**config.mk**
```make
export PLATFORM = sky130hd
export DESIGN_NAME = frame_rx
export DESIGN_NICKNAME = d
export VERILOG_FILES = /design/src/rtl/frame_rx.sv
export SDC_FILE = /design/constraint.sdc
export NUM_CORES = 1
export LEC_CHECK = 0
export BUFFER_PORTS_ARGS = -buffer_cell sky130_fd_sc_hd__buf_2
export CAP_MARGIN = 20
export CORE_MARGIN = 3
export CORE_UTILIZATION = 64
export CTS_CLUSTER_DIAMETER = 150
export DETAILED_ROUTE_END_ITERATION = 8
export PLACE_DENSITY = 0.86
export SETUP_SLACK_MARGIN = 0.5
export SYNTH_ARGS = -nofsm -noshare
export SYNTH_HDL_FRONTEND = slang
export SYNTH_SLANG_ARGS = --single-unit
```
**constraint.sdc**
```tcl
create_clock -name clk -period 3.4 [get_ports clk]
set_input_delay 0.51 -clock clk [delete_from_list [all_inputs] [get_ports clk]]
set_output_delay 0.51 -clock clk [all_outputs]
set_load 0.05 [all_outputs]
```
**src/rtl/frame_rx.sv**
```systemverilog
// frame_rx: oversampling serial frame receiver.
//
// A frame is one low start bit, 9 data bits sent LSB first, an optional
// even-parity bit, and one high stop bit. Each bit lasts BIT_CLKS clk cycles.
// Every bit is sampled once, at its midpoint, by a down-counter.
//
// Optional feature: define FRAME_RX_PARITY_EN to add a parity bit after the
// data bits. Even parity is required over the 9 data bits plus the parity bit.
//
// Ports:
//   clk         - single clock; all state changes on its rising edge
//   rst         - asynchronous, active-high reset
//   rx          - asynchronous serial input; idles high
//   frame       - last accepted frame; bit 0 is the first data bit received
//   frame_valid - one-cycle pulse; frame is updated in the same cycle
//   frame_err   - one-cycle pulse on a bad stop bit or a parity mismatch
//   busy        - high whenever the receiver is not idle
module frame_rx #(
  parameter int unsigned BIT_CLKS = 868
) (
  input  logic       clk,
  input  logic       rst,
  input  logic       rx,
  output logic [8:0] frame,
  output logic       frame_valid,
  output logic       frame_err,
  output logic       busy
);

  // The first wait lasts half a bit, so that every later sample falls at the
  // middle of its bit.
  localparam logic [15:0] HALF_RELOAD = 16'(BIT_CLKS / 2 - 1);
  localparam logic [15:0] FULL_RELOAD = 16'(BIT_CLKS - 1);

`ifdef FRAME_RX_PARITY_EN
  typedef enum logic [2:0] {IDLE, START, DATA, PARITY, STOP, BREAK} state_t;
`else
  typedef enum logic [2:0] {IDLE, START, DATA, STOP, BREAK} state_t;
`endif

  state_t      state_q, state_d;
  logic        sync1_q, rxs_q, rxs_prev_q;
  logic [15:0] cnt_q, cnt_d;
  logic [3:0]  bit_cnt_q, bit_cnt_d;
  logic [8:0]  shift_q, shift_d;
  logic [8:0]  frame_q, frame_d;
  logic        frame_valid_q, frame_valid_d;
  logic        frame_err_q, frame_err_d;
  logic        cnt_zero;
  logic        parity_ok;

`ifdef FRAME_RX_PARITY_EN
  logic        parity_q, parity_d;

  // With even parity, the XOR of all ten bits must be zero.
  assign parity_ok = ~(^{shift_q, parity_q});
`else
  assign parity_ok = 1'b1;
`endif

  assign cnt_zero = (cnt_q == 16'd0);

  // Two-flop synchronizer, plus one more flop that holds the previous
  // synchronized value for falling-edge detection. All three reset to the
  // idle level so that leaving reset never looks like a start bit.
  always_ff @(posedge clk or posedge rst) begin
    if (rst) begin
      sync1_q    <= 1'b1;
      rxs_q      <= 1'b1;
      rxs_prev_q <= 1'b1;
    end else begin
      sync1_q    <= rx;
      rxs_q      <= sync1_q;
      rxs_prev_q <= rxs_q;
    end
  end

  always_ff @(posedge clk or posedge rst) begin
    if (rst) begin
      state_q       <= IDLE;
      cnt_q         <= '0;
      bit_cnt_q     <= '0;
      shift_q       <= '0;
      frame_q       <= '0;
      frame_valid_q <= 1'b0;
      frame_err_q   <= 1'b0;
    end else begin
      state_q       <= state_d;
      cnt_q         <= cnt_d;
      bit_cnt_q     <= bit_cnt_d;
      shift_q       <= shift_d;
      frame_q       <= frame_d;
      frame_valid_q <= frame_valid_d;
      frame_err_q   <= frame_err_d;
    end
  end

`ifdef FRAME_RX_PARITY_EN
  always_ff @(posedge clk or posedge rst) begin
    if (rst) parity_q <= 1'b0;
    else     parity_q <= parity_d;
  end
`endif

  // In every active state, the counter counts down to zero and stops there.
  // At zero, the state samples rxs and reloads the counter. Each pulse is
  // registered, so it comes out in the cycle after the stop sample, together
  // with the new frame value.
  always_comb begin
    state_d       = state_q;
    cnt_d         = cnt_q;
    bit_cnt_d     = bit_cnt_q;
    shift_d       = shift_q;
    frame_d       = frame_q;
    frame_valid_d = 1'b0;
    frame_err_d   = 1'b0;
`ifdef FRAME_RX_PARITY_EN
    parity_d      = parity_q;
`endif
    unique case (state_q)
      IDLE: begin
        if (rxs_prev_q && !rxs_q) begin
          cnt_d   = HALF_RELOAD;
          state_d = START;
        end
      end
      START: begin
        if (!cnt_zero) begin
          cnt_d = cnt_q - 16'd1;
        end else if (!rxs_q) begin
          cnt_d     = FULL_RELOAD;
          bit_cnt_d = 4'd0;
          state_d   = DATA;
        end else begin
          // The line went high again before mid-bit, so this was a glitch.
          state_d = IDLE;
        end
      end
      DATA: begin
        if (!cnt_zero) begin
          cnt_d = cnt_q - 16'd1;
        end else begin
          shift_d = {rxs_q, shift_q[8:1]};
          cnt_d   = FULL_RELOAD;
          if (bit_cnt_q == 4'd8) begin
            bit_cnt_d = 4'd0;
`ifdef FRAME_RX_PARITY_EN
            state_d   = PARITY;
`else
            state_d   = STOP;
`endif
          end else begin
            bit_cnt_d = bit_cnt_q + 4'd1;
          end
        end
      end
`ifdef FRAME_RX_PARITY_EN
      PARITY: begin
        if (!cnt_zero) begin
          cnt_d = cnt_q - 16'd1;
        end else begin
          parity_d = rxs_q;
          cnt_d    = FULL_RELOAD;
          state_d  = STOP;
        end
      end
`endif
      STOP: begin
        if (!cnt_zero) begin
          cnt_d = cnt_q - 16'd1;
        end else if (rxs_q) begin
          if (parity_ok) begin
            frame_d       = shift_q;
            frame_valid_d = 1'b1;
          end else begin
            frame_err_d = 1'b1;
          end
          state_d = IDLE;
        end else begin
          frame_err_d = 1'b1;
          state_d     = BREAK;
        end
      end
      BREAK: begin
        // The line is held low. Wait for it to go idle before looking for
        // another start bit.
        if (rxs_q) state_d = IDLE;
      end
      default: state_d = IDLE;
    endcase
  end

  assign frame       = frame_q;
  assign frame_valid = frame_valid_q;
  assign frame_err   = frame_err_q;
  assign busy        = (state_q != IDLE);

endmodule

```
==> results of run 1 <==
==> flip-flops by register name (all words and copies together) (netlist names) <==
signal       count
rxs_q            1
sync1_q          1
state_q          3
cnt_q           16
shift_q          9
bit_cnt_q        4
frame_valid      1
rxs_prev_q       1
frame            9
frame_err        1
==> final timing paths <==
check	startpoint	to	slack, ns	cells past startpoint
min in group asynchronous	rst	shift_q[1]$_DFFE_PP0P_	0.31	2
hold / removal	rx	sync1_q$_DFF_PP1_	0.23	1
setup / recovery	cnt_q[0]$_DFFE_PP0P_	cnt_q[11]$_DFFE_PP0P_	1.10	7
setup reg to reg	cnt_q[0]$_DFFE_PP0P_	cnt_q[11]$_DFFE_PP0P_	1.10	7
hold reg to reg	sync1_q$_DFF_PP1_	rxs_q$_DFF_PP1_	0.35	0
max in group asynchronous	rst	cnt_q[2]$_DFFE_PP0P_	2.51	2
==> cell usage in the layout, fill, tap and decap left out, drive strengths merged, types with 3 or more instances in the layout <==
cell    instances
nand4           4
a31oi           6
nand2          23
nand2b          4
nor2           21
buf            14
dfrtp          43
or3             4
o21ai           5
clkbuf          5
mux2           18
inv             7
nand3          12
nor4            7
ha              4
dfstp           3
a21oi          19
nor3            3
o22ai           3
==> per-stage QoR <==
step / std cells / power [uW]
floorplan: 220 / 1060
global placement: 271 / 1110
detailed placement: 271 / 1130
CTS: 279 / 1380
global route: 279 / 1470
finish: 279 / 1380
==> logic make-up after synthesis <==
| kind of cell | count (synthesis) |
|---|---|
| flip-flops | 46 |
| multiplexers | 20 |
| AO/OA/AOI/OAI | 46 |
| buffers and inverters | 16 |
| AND/OR/NAND/NOR | 88 |
| adder cells (fa/ha/maj) | 4 |
==> where the power goes <==
part           switching [uW]  total, uW  internal [uW]
Sequential                153        796            642
Combinational             178        324            145
Clock                     182        262           80.6
Total                     513       1380            868
==> cell type report <==
class	count	area [um^2]	area share [%]
timing repair buffer	14	70.1	2.88
clock inverter	3	21.3	0.875
multi-input combinational	158	1060	43.7
tap	46	57.6	2.37
clock buffer	5	37.5	1.54
inverter	7	26.3	1.08
sequential	46	1150	47.5
==> synthesized netlist by cell type (2+ instances only) <==
master / n / share of area (%)
dfrtp_1: 43 / 47
nand2_1: 23 / 3.7
a21oi_1: 19 / 4.1
nor2_1: 19 / 3.1
mux2_2: 18 / 8.8
nand3_1: 12 / 2.6
inv_1: 7 / 1.1
a31oi_1: 6 / 1.6
nor4_1: 5 / 1.4
buf_2: 4 / 0.87
ha_1: 4 / 2.2
nand2b_1: 4 / 1.1
o21ai_0: 4 / 0.87
dfstp_2: 3 / 3.4
nand4_1: 3 / 0.81
nor3_1: 3 / 0.65
o22ai_1: 3 / 0.81
or3_1: 3 / 0.81
clkbuf_1: 2 / 0.33
clkbuf_8: 2 / 1.2
mux2i_1: 2 / 0.87
nor2_2: 2 / 0.54
nor3b_1: 2 / 0.65
nor4_4: 2 / 1.8
o22a_1: 2 / 0.76
or2_2: 2 / 0.54
==> routing by layer <==
metal / vias to the layer above / GRT usage, % / routed length (um)
li1: 820 / - / -
met1: 806 / 31.1 / 1980
met2: 49 / 32.9 / 2020
met3: 4 / 5.78 / 224
met4: 0 / 6.60 / 40
met5: - / 0 / 0
==> impl_results.md, run 1 <==
* Post-synthesis mux area share at 9.64%
* Startpoint class of the critical path: flip-flop
* Clock buffer count from CTS at 5
* I/O Pins at 15
* XOR/XNOR Fraction of Synth Area at 0%
* Final #Nets at 239
* Most common flop cell mapped by yosys: dfrtp_1
* Setup Fix Bufs, Post-CTS at 0
* Min Tclk post-route at 2.30 ns
* Number of fill cells in the layout at 263
* Crit Path Max Fanout at 12
* Compound-gate portion of the synthesized area at 13.1%
* Final Wtd Congestion at 0.937
* Max Clock Skew at 0.0197 ns
* Fin Setup TNS at 0 ns
* WL per Instance at 15.3 um
* H-tree levels at 2
* Tot GR Track Use at 21.9%
* HP Class: in2reg
* Max-Cap Viols at 0
* Worst path required time at 3.70 ns
* Pleak at 0.00115 uW
* CP Capture Type: flip-flop
* Post-Synth Simple-Gate Area at 21.1%
* RSZ-0062 raised after global routing: false
* Initial DRC count at 209
* Worst path bufs/invs at 1
* Crit Path Class: reg2reg
* FF+latch count, synth at 46
* Initial Util at 67.6%
* Synth Instances at 220
* Remaining global-route overflow at 0
* Buffers added on ports at 14
* First-pass GRT wire length at 7150 um
* Peak VDD IR at 0.000407 V
* Setup ws final at 1.10 ns
* Largest net degree at the start of global routing at 47
* Via density at 6.02
* Vias in the first global route at 1478
* Worst path cell trace: inv_1 -> ha_1 -> nor4b_2 -> and4_2 -> o22ai_1 -> o21ai_0 -> a31oi_1
* Post-place setup slack at 1.08 ns
* Vias at 1679
* Utilization after layout at 71.1%
* Yosys cell types at 47
* Post-Synth Adder-Cell Area at 2.17%
* Clk Latency, worst-skew pair at 0.38 ns
* Tcrit/Tclk final at 67.6%
* Syn avg cell area at 10.5 um^2
* Crit path max-delay cell type: o22ai_1
* Worst EP arrival at 2.60 ns
* Root Driver: clkbuf_4
* Synth async-reset ratio at 100%
* First-pass iteration count of the detailed router at 4
* Post-DP HPWL at 3020 um
* CORE AREA at 3420 um^2
* Final Hold Viols at 0
* Power Dens Cells at 569 nW/um^2
* Seq/Total Area, Yosys at 50.0%
* P&R area growth vs syn at 5.20%
* Max Clock Freq at 0.435 GHz
* DP Area at 2370 um^2
* CTS Sinks at 46
* Number of flops mapped to enable cells by yosys at 0
* Antenna viol nets, final at 0
* Chip width at 66.1 um
* Routed WL at 4270 um
* Bufs on Longest Clock Path at 2
* Post-CTS sizing at 0
* Delay-heaviest family, CP: compound AO/OA/AOI/OAI gates
* Ant. Diodes at 0
* Initial antenna violation count at 0
* Clock transition at the registers of the reported paths at 0.13 ns
* Ratio of cells with drive above 1 in the final layout at 25.3%
* Full die area at 4370 um^2
* CTS tree: done
* Syn_nets at 227
* DRC Markers at 0
* Post-Layout Inst Area at 2430 um^2
* Combinational family with the most area after synthesis: simple AND/OR/NAND/NOR gates
* Slew Viols, Final at 0
* Die H at 66.1 um
* Row count at 21
* Max-Slew Margin vs Limit at 39.0%
* Cell Area, Synth at 2310 um^2
* Worst Max-Slew Pin Slew at 0.914 ns
* Critical Path Max Stage Delay at 0.67 ns
* Status: completed
* Final setup viols at 0
* Yosys warns at 0
* Hold_buf cts at 0
* Hold_ws at 0.232 ns
Power figures use the tool's default switching activity.
==> inputs of run 2 (changes only) <==
Settings changed: ABC_AREA set to 1, CORE_UTILIZATION 64 to 54, PLACE_DENSITY 0.86 to 0.77.
Clock period 3.4 ns to 1.95 ns, I/O delays scaled along.
==> run 2 against run 1 <==
  * Fmax rose by 43%
  * Synthesized cell count rose by 38%
  * Sequential cell count did not move
  * Combinational power rose to 5.7 times the previous value
  * Clock power rose by 120%
  * Clock skew fell by 0.012 ns
  * Total power rose to 2.6 times the previous value
  * Cell count rose by 52%
  * Sequential power rose by 44%
  * Critical path depth fell by 1
  * Critical path type unchanged
==> impl_results.md, run 2 <==
* Multi-input gate area at 1490 um^2 (+41%)
* Hold_ws at 0.0794 ns (-0.153 ns)
* Max Clock Skew at 0.00737 ns (-0.0123 ns)
* P&R area growth vs syn at 37.3%
* Max-Cap Viols at 0 (unchanged)
* Via density at 5.49 (-8.7%)
* Ratio of cells with drive above 1 in the final layout at 45.6% (+20 points)
* Top-count cell post-synth: nand2_1
* R2R Path End: state_q[2]$_DFFE_PP0P_
* Net switching power at 1550 uW (+200%)
* DP Area at 2650 um^2 (+12%)
* Post-Layout Inst Area at 3410 um^2 (+40%)
* Startpoint class of the critical path: flip-flop
* Worst Max-Slew Pin Slew at 0.453 ns (-0.461 ns)
* Path depth of the worst reg2reg path at 6 (-1)
* Vias at 2324 (+38%)
* Initial Util at 56.3% (-11 points)
* Root Driver: clkbuf_8
* Most common flop cell mapped by yosys: dfrtp_1
* Ant. Diodes at 0 (unchanged)
* Worst path bufs/invs at 0 (-1)
* Final Hold Viols at 0 (unchanged)
* Chip width at 73.9 um (+12%)
* Max Clock Freq at 0.624 GHz (+43%)
* Largest net degree at the start of global routing at 23 (-51%)
* RSZ-0062 raised after global routing: true
* Commonest non-fill, non-tap cell in the layout: nand2_1
* Worst path cell trace: nor2_2 -> nand2_2 -> nor2_4 -> nand2_4 -> nor3_1 -> or2_2
* HP Class: in2reg
* Worst Hold Depth at 1 (unchanged)
* DRC Markers at 0 (unchanged)
* Syn_nets at 310 (+37%)
* Clock buffer count from CTS at 5 (unchanged)
* Clk Latency, worst-skew pair at 0.30 ns (-0.08 ns)
* Peak VDD IR at 0.000784 V (+93%)
* Sw Share at 43.4% (+6.3 points)
* Die H at 73.9 um (+12%)
* Sequential share of power at 32.2% (-25 points)
* H-tree levels at 2 (unchanged)
* Top reg by flops: cnt_q
* Full die area at 5450 um^2 (+25%)
* Final Wtd Congestion at 0.924 (-1.5%)
* First-pass GRT wire length at 9410 um (+32%)
* Number of fill cells in the layout at 269 (+2.3%)
* Worst path required time at 2.18 ns (-1.52 ns)
* RR Startpoint: cnt_q[9]$_DFFE_PP0P_
* Post-DP HPWL at 3630 um (+20%)
* Remaining global-route overflow at 0 (unchanged)
* Buffers added on ports at 14 (unchanged)
* Delay-heaviest family, CP: simple AND/OR/NAND/NOR gates
* Total power at 3580 uW (+160%)
* FF+latch count, synth at 46 (unchanged)
* Int Power at 2020 uW (+130%)
* Tcrit/Tclk final at 82.2% (+15 points)
* Final #Nets at 377 (+58%)
* Seq/Total Area, Yosys at 46.5% (-3.5 points)
* Power Dens Cells at 1050 nW/um^2 (+84%)
* Clock power frac at 16.5% (-2.5 points)
* Syn avg cell area at 8.21 um^2 (-22%)
* WL per Instance at 15.2 um (-0.92%)
* Pleak at 0.00158 uW (+38%)
* Max FFs per register at 16 (unchanged)
* Hold Path Sink: sync1_q$_DFF_PP1_
* Worst EP arrival at 1.83 ns (-0.77 ns)
* R2R Setup Slk at 0.35 ns (-0.75 ns)
* FF+latch area at 1160 um^2 (+0.65%)
* Critical Path Max Stage Delay at 0.44 ns (-0.23 ns)
* CORE AREA at 4410 um^2 (+29%)
* HP Start: rx
* Min Tclk post-route at 1.60 ns (-0.695 ns)
* Routed WL at 6420 um (+50%)
* CP Capture Type: flip-flop
* First-pass iteration count of the detailed router at 4 (unchanged)
* Yosys cell types at 31 (-34%)
* Max-Slew Margin vs Limit at 69.8% (+31 points)
* CTS Sinks at 46 (unchanged)
* Cell Area, Synth at 2490 um^2 (+7.6%)
* Bufs on Longest Clock Path at 2 (unchanged)
* Tot GR Track Use at 22.3% (+0.48 points)
* Number of flops mapped to enable cells by yosys at 0 (unchanged)
* Initial antenna violation count at 0 (unchanged)
* Synth top area cells: dfrtp_1, nand2_1, inv_1, nor2_1, nand3_1
* CTS tree: done
* I/O Pins at 15 (unchanged)
* Status: completed
* Synth Instances at 303 (+38%)
* Crit Path Max Fanout at 7 (-5)
* Comb pwr share at 51.3% (+28 points)
* Yosys warns at 0 (unchanged)
* Final setup viols at 0 (unchanged)
* Synth async-reset ratio at 100% (unchanged)
* Crit path max-delay cell type: dfrtp_1
* Slew Viols, Final at 0 (unchanged)
* Commonest non-fill, non-tap cells in the layout: nand2_1, buf_4, dfrtp_1, inv_1, nor2_1
* DP Cell Count at 368 (+36%)
* Row count at 24 (+14%)
* Yosys top cell area share at 43.3% (-3.3 points)
* Initial DRC count at 141 (-33%)
* Vias in the first global route at 2073 (+40%)
* Antenna viol nets, final at 0 (unchanged)
* Clock transition at the registers of the reported paths at 0.09 ns (-0.04 ns)
* Cell taking the most area after synthesis: dfrtp_1
* Fin Setup TNS at 0 ns (unchanged)
* Commonest cells post-synth: nand2_1, dfrtp_1, inv_1
* Fin cells at 423 (+52%)
* Crit Path Class: reg2reg
==> run 2: cell count changes after synthesis, sizes merged, moves of 3 or more <==
cell,change
clkbuf,-4
mux2,-18
nand2,+59
inv,+33
a21oi,-13
xor2,+5
nor4,-6
nor2,+22
nand3,+12
o22ai,-3
o21ai,+29
nand2b,-4
a31oi,-6
or3,-4
==> run 2: worst register-to-register path, delay by kind of cell, from the launching register on <==
| kind | cells | cell delay (ns) |
|---|---|---|
| and+or+nand+nor | 6 | 1.10 |
| DFF | 1 | 0.44 |
==> run 2: final cells by class <==
type | count | area share [%]
multi-input combinational | 218 | 43.8
sequential | 46 | 34.1
timing repair buffer | 59 | 12.5
inverter | 40 | 5.10
clock buffer | 5 | 2.02
tap | 52 | 1.91
clock inverter | 3 | 0.623
==> run 2: cell families after synthesis <==
group | after synthesis | synth area share [%]
flops | 46 | 46.5
buf+inv | 44 | 7.80
xor+xnor | 5 | 1.76
fa+ha+maj | 4 | 2.01
compound gates | 41 | 10.2
simple gates | 163 | 31.8
==> run 2: power by group through the flow <==
stage          Clock [uW]  Combinational, uW  Sequential [uW]
2_1_floorplan           0                913             1150
3_3_place_gp            0               1090             1170
3_5_place_dp            0               1100             1170
4_1_cts               592               1480             1140
5_1_grt               642               1980             1160
6_report              589               1840             1150
==> run 2: routing by layer <==
| layer | global-route usage (%) | vias to the layer above | wire length [um] |
|---|---|---|---|
| met5 | 0 | - | 0 |
| met4 | 8.65 | 0 | 146 |
| met3 | 4.65 | 14 | 269 |
| met2 | 34.9 | 58 | 3330 |
| met1 | 30.3 | 1145 | 2670 |
| li1 | - | 1107 | - |
==> run 2: per-stage QoR <==
stage,setup WS [ns],util (%)
4_1_cts,0.437,70.3
5_1_grt,0.245,77.3
3_3_place_gp,0.293,60.1
3_5_place_dp,0.269,60.1
6_report,0.347,77.3
2_1_floorplan,0.493,-
==> run 2: how the worst max path moves through the flow <==
stage	from	slack, ns	depth (start not counted)	to
2_1_floorplan	cnt_q[0]$_DFFE_PP0P_	0.49	10	frame[3]$_DFFE_PP0P_
3_3_place_gp	rxs_q$_DFF_PP1_	0.29	8	cnt_q[2]$_DFFE_PP0P_
3_5_place_dp	rxs_q$_DFF_PP1_	0.27	8	cnt_q[2]$_DFFE_PP0P_
4_1_cts	cnt_q[0]$_DFFE_PP0P_	0.44	7	state_q[2]$_DFFE_PP0P_
5_1_grt	cnt_q[9]$_DFFE_PP0P_	0.24	6	state_q[2]$_DFFE_PP0P_
6_report	cnt_q[9]$_DFFE_PP0P_	0.35	6	state_q[2]$_DFFE_PP0P_
==> run 2: timing repair <==
action	in CTS	in global routing
hold endpoints to repair	20	0
cloned	3	2
buffers inserted	25	16
gates resized for setup	38	50
hold buffers	1	0
pin swaps	13	23
endpoints found under the setup margin	43	44
==> inputs of run 3 (changes only) <==
Settings changed: CORE_UTILIZATION 54 to 60, PLACE_DENSITY 0.77 to 0.81.
Clock period 1.95 ns to 1.5 ns, I/O delays scaled along.
==> run 3 against run 2 <==
  * Synthesized area stayed put
  * Synthesized cell count stayed put
  * The flow now stops in 5_1_grt
==> impl_results.md, run 3 <==
* Status: stopped before the end
* Stage reached: 5_1_grt
* Err: [ERROR DPL-0038] Utilization greater than 100%, impossible to legalize
* Syn_nets at 310 (unchanged)
* Most common flop cell mapped by yosys: dfrtp_1
* Post-GRT worst EP: cnt_q[12]$_DFFE_PP0P_/D
* Post-DP HPWL at 4110 um (+13%)
* Cell taking the most area after synthesis: dfrtp_1
* Number of flops mapped to enable cells by yosys at 0 (unchanged)
* Die H at 70.4 um (-4.7%)
* Synth top area cells: dfrtp_1, nand2_1, inv_1, nor2_1, nand3_1
* Bufs on Longest Clock Path at 2 (unchanged)
* Synth async-reset ratio at 100% (unchanged)
* WEP type: register data pin
* FF+latch count, synth at 46 (unchanged)
* Syn avg cell area at 8.21 um^2 (unchanged)
* Yosys warns at 0 (unchanged)
* Largest net degree at the start of global routing at 30
* Yosys top cell area share at 43.3% (unchanged)
* Row count at 22 (-8.3%)
* I/O Pins at 15 (unchanged)
* Seq/Total Area, Yosys at 46.5% (unchanged)
* H-tree levels at 2 (unchanged)
* Buffers added on ports at 14 (unchanged)
* Initial Util at 65.0% (+8.7 points)
* Top-count cell post-synth: nand2_1
* Cell Area, Synth at 2490 um^2 (unchanged)
* Yosys cell types at 31 (unchanged)
* Synth Instances at 303 (unchanged)
* Commonest cells post-synth: nand2_1, dfrtp_1, inv_1
* Chip width at 70.4 um (-4.7%)
* Clock buffer count from CTS at 5 (unchanged)
* Final Wtd Congestion at 0.903 (-2.2%)
* Root Driver: clkbuf_8
* CTS Sinks at 46 (unchanged)
-- run 3: cell counts after synthesis --
Identical to the previous run, type by type.
-- run 3: cell families after synthesis --
| group | share of synthesized area, % |
|---|---|
| XOR/XNOR | 1.76 |
| adder cells (fa/ha/maj) | 2.01 |
| buffers and inverters | 7.80 |
| flip-flops | 46.5 |
| AO/OA/AOI/OAI | 10.2 |
| AND/OR/NAND/NOR | 31.8 |
-- run 3: metrics by stage --
step                      area [um^2]  setup slack (ns)  utilization (%)  std cells
after floorplan                  2550            0.0454                -        303
after global placement           2920           -0.0110             76.2        396
after detailed placement         2920           -0.0836             76.2        396
after CTS                        3420           -0.0263             89.4        425
-- run 3: what timing repair did --
item | 4_1_cts
pin swaps | 14
resized for setup | 65
setup buffers | 17
cloned | 4
setup endpoints to repair | 55
endpoints found under the hold margin | 16
==> inputs of run 4 (changes only) <==
Settings changed: CORE_UTILIZATION 60 to 40, CTS_CLUSTER_DIAMETER 150 to unset, PLACE_DENSITY 0.81 to unset, PLACE_DENSITY_LB_ADDON set to 0.15, SETUP_SLACK_MARGIN 0.5 to unset.
==> run 4 against run 3 <==
  * The flow now finishes, with violations (setup timing)
==> impl_results.md, run 4 (synthesized netlist as in run 2, its figures left out) <==
* Die H at 84.8 um (+21%)
* Full die area at 7200 um^2
* Vias at 2266
* Path depth of the worst reg2reg path at 11
* Status: complete, but fails checks
* Commonest non-fill, non-tap cell in the layout: nand2_1
* Final setup viols at 20
* Row count at 28 (+27%)
* Power Dens Cells at 1350 nW/um^2
* Setup ws final at -0.0515 ns
* Buffers added on ports at 14 (unchanged)
* Clock transition at the registers of the reported paths at 0.10 ns
* Clock buffer count from CTS at 5 (unchanged)
* H-tree levels at 2 (unchanged)
* Worst Max-Slew Pin Slew at 0.413 ns
* Worst EP arrival at 1.78 ns
* Slew Viols, Final at 0
* Largest net degree at the start of global routing at 47
* Crit Path Max Fanout at 8
* Worst Hold Depth at 0
* CTS Sinks at 46 (unchanged)
* Ant. Diodes at 0
* R2R Path End: cnt_q[2]$_DFFE_PP0P_
* Max Clock Freq at 0.645 GHz
* R2R Setup Slk at -0.05 ns
* Remaining global-route overflow at 0
* Final Hold Viols at 0
* CTS tree: done
* Crit Path Class: reg2reg
* Fin cells at 463
* Commonest non-fill, non-tap cells in the layout: nand2_1, buf_4, dfrtp_1, inv_1, nor2_1
* Hold Path Sink: rxs_q$_DFF_PP1_
* P&R area growth vs syn at 43.6%
* Bufs on Longest Clock Path at 2 (unchanged)
* Max FFs per register at 16
* Initial Util at 41.7% (-23 points)
* Pleak at 0.00165 uW
* Ratio of cells with drive above 1 in the final layout at 46.6%
* Root Driver: clkbuf_8
* Hold_ws at 0.361 ns
* Routed WL at 6200 um
* Vias in the first global route at 2264
* Worst Setup SP: cnt_q[0]$_DFFE_PP0P_
* CORE AREA at 5960 um^2
* HP Start: sync1_q$_DFF_PP1_
* I/O Pins at 15 (unchanged)
* RSZ-0062 raised after global routing: true
* RR Startpoint: cnt_q[0]$_DFFE_PP0P_
* Worst path required time at 1.73 ns
* Violated checks: setup timing
* Startpoint class of the critical path: flip-flop
* Top reg by flops: cnt_q
* Clk Latency, worst-skew pair at 0.31 ns
* First-pass iteration count of the detailed router at 4
* Initial antenna violation count at 0
* Final Wtd Congestion at 0.856 (-5.2%)
* Final #Nets at 394
* CP Capture Type: flip-flop
* Via density at 4.89
* Post-DP HPWL at 4090 um (-0.49%)
* Min Tclk post-route at 1.55 ns
* Chip width at 84.8 um (+21%)
* WL per Instance at 13.4 um
* Max-Cap Viols at 0
* First-pass GRT wire length at 10400 um
* Total power at 4810 uW
* Initial DRC count at 131
* Max-Slew Margin vs Limit at 72.2%
* Max Clock Skew at 0.0115 ns
* DP Cell Count at 440 (+11%)
* Antenna viol nets, final at 0
* DRC Markers at 0
* Tot GR Track Use at 17.9%
* Peak VDD IR at 0.000896 V
* HP Class: reg2reg
* Tcrit/Tclk final at 103%
* Utilization after layout at 60.0%
## run 4: worst max-delay path by stage
stage	end	slack, ns
2_1_floorplan	frame[3]$_DFFE_PP0P_	-0.02
3_3_place_gp	cnt_q[2]$_DFFE_PP0P_	-0.12
3_5_place_dp	cnt_q[2]$_DFFE_PP0P_	-0.15
4_1_cts	cnt_q[2]$_DFFE_PP0P_	-0.09
5_1_grt	shift_q[6]$_DFFE_PP0P_	-0.12
6_report	cnt_q[2]$_DFFE_PP0P_	-0.05
## run 4: timing repair
item,CTS,global route
pin swaps,8,24
endpoints found under the hold margin,44,0
setup endpoints to repair,42,42
gates resized for setup,37,41
buffers inserted,5,5
gates cloned,4,1
hold buffers,2,0
## run 4: power breakdown
group          internal [uW]  switching (uW)  total [uW]
registers               1360             105        1460
clock network            334             461         795
logic                   1090            1460        2550
total                   2780            2020        4810
## run 4: cell type report
type                            count  area [um^2]
Tap cell                           75         93.8
Timing Repair Buffer               76          602
Clock buffer                        5         68.8
Multi-Input combinational cell    218         1460
Inverter                           40          164
Sequential cell                    46         1150
Fill cell                         530         2380
Clock inverter                      3         23.8
## run 4: critical path, stage by stage (launching register included)
cell and delay (ns):
dfrtp_1 0.40, inv_2 0.09, ha_4 0.15, nand3_4 0.08, nor2_4 0.14, nand3_4 0.10
nand2_4 0.10, inv_4 0.05, buf_12 0.13, nand3_2 0.06, nand2_2 0.07, nor2_4 0.10
## run 4: metal layers
layer  up-vias  part of all wire (%)  global-route usage, %
met3         8                   3.2                   3.11
met4         0                   1.6                   6.19
met2        41                    51                   29.4
met1      1071                    44                   24.1
li1       1146                     -                      -
met5         -                     0                      0
## run 4: per-stage QoR
stage / setup TNS (ns) / instance area (um^2) / setup slack, ns
after floorplan: -0.0176 / 2510 / -0.0176
after detailed placement: -2.79 / 3060 / -0.152
final: -0.394 / 3570 / -0.0515
after CTS: -0.552 / 3390 / -0.0886
after global routing: -2.88 / 3570 / -0.123
after global placement: -1.31 / 3060 / -0.125
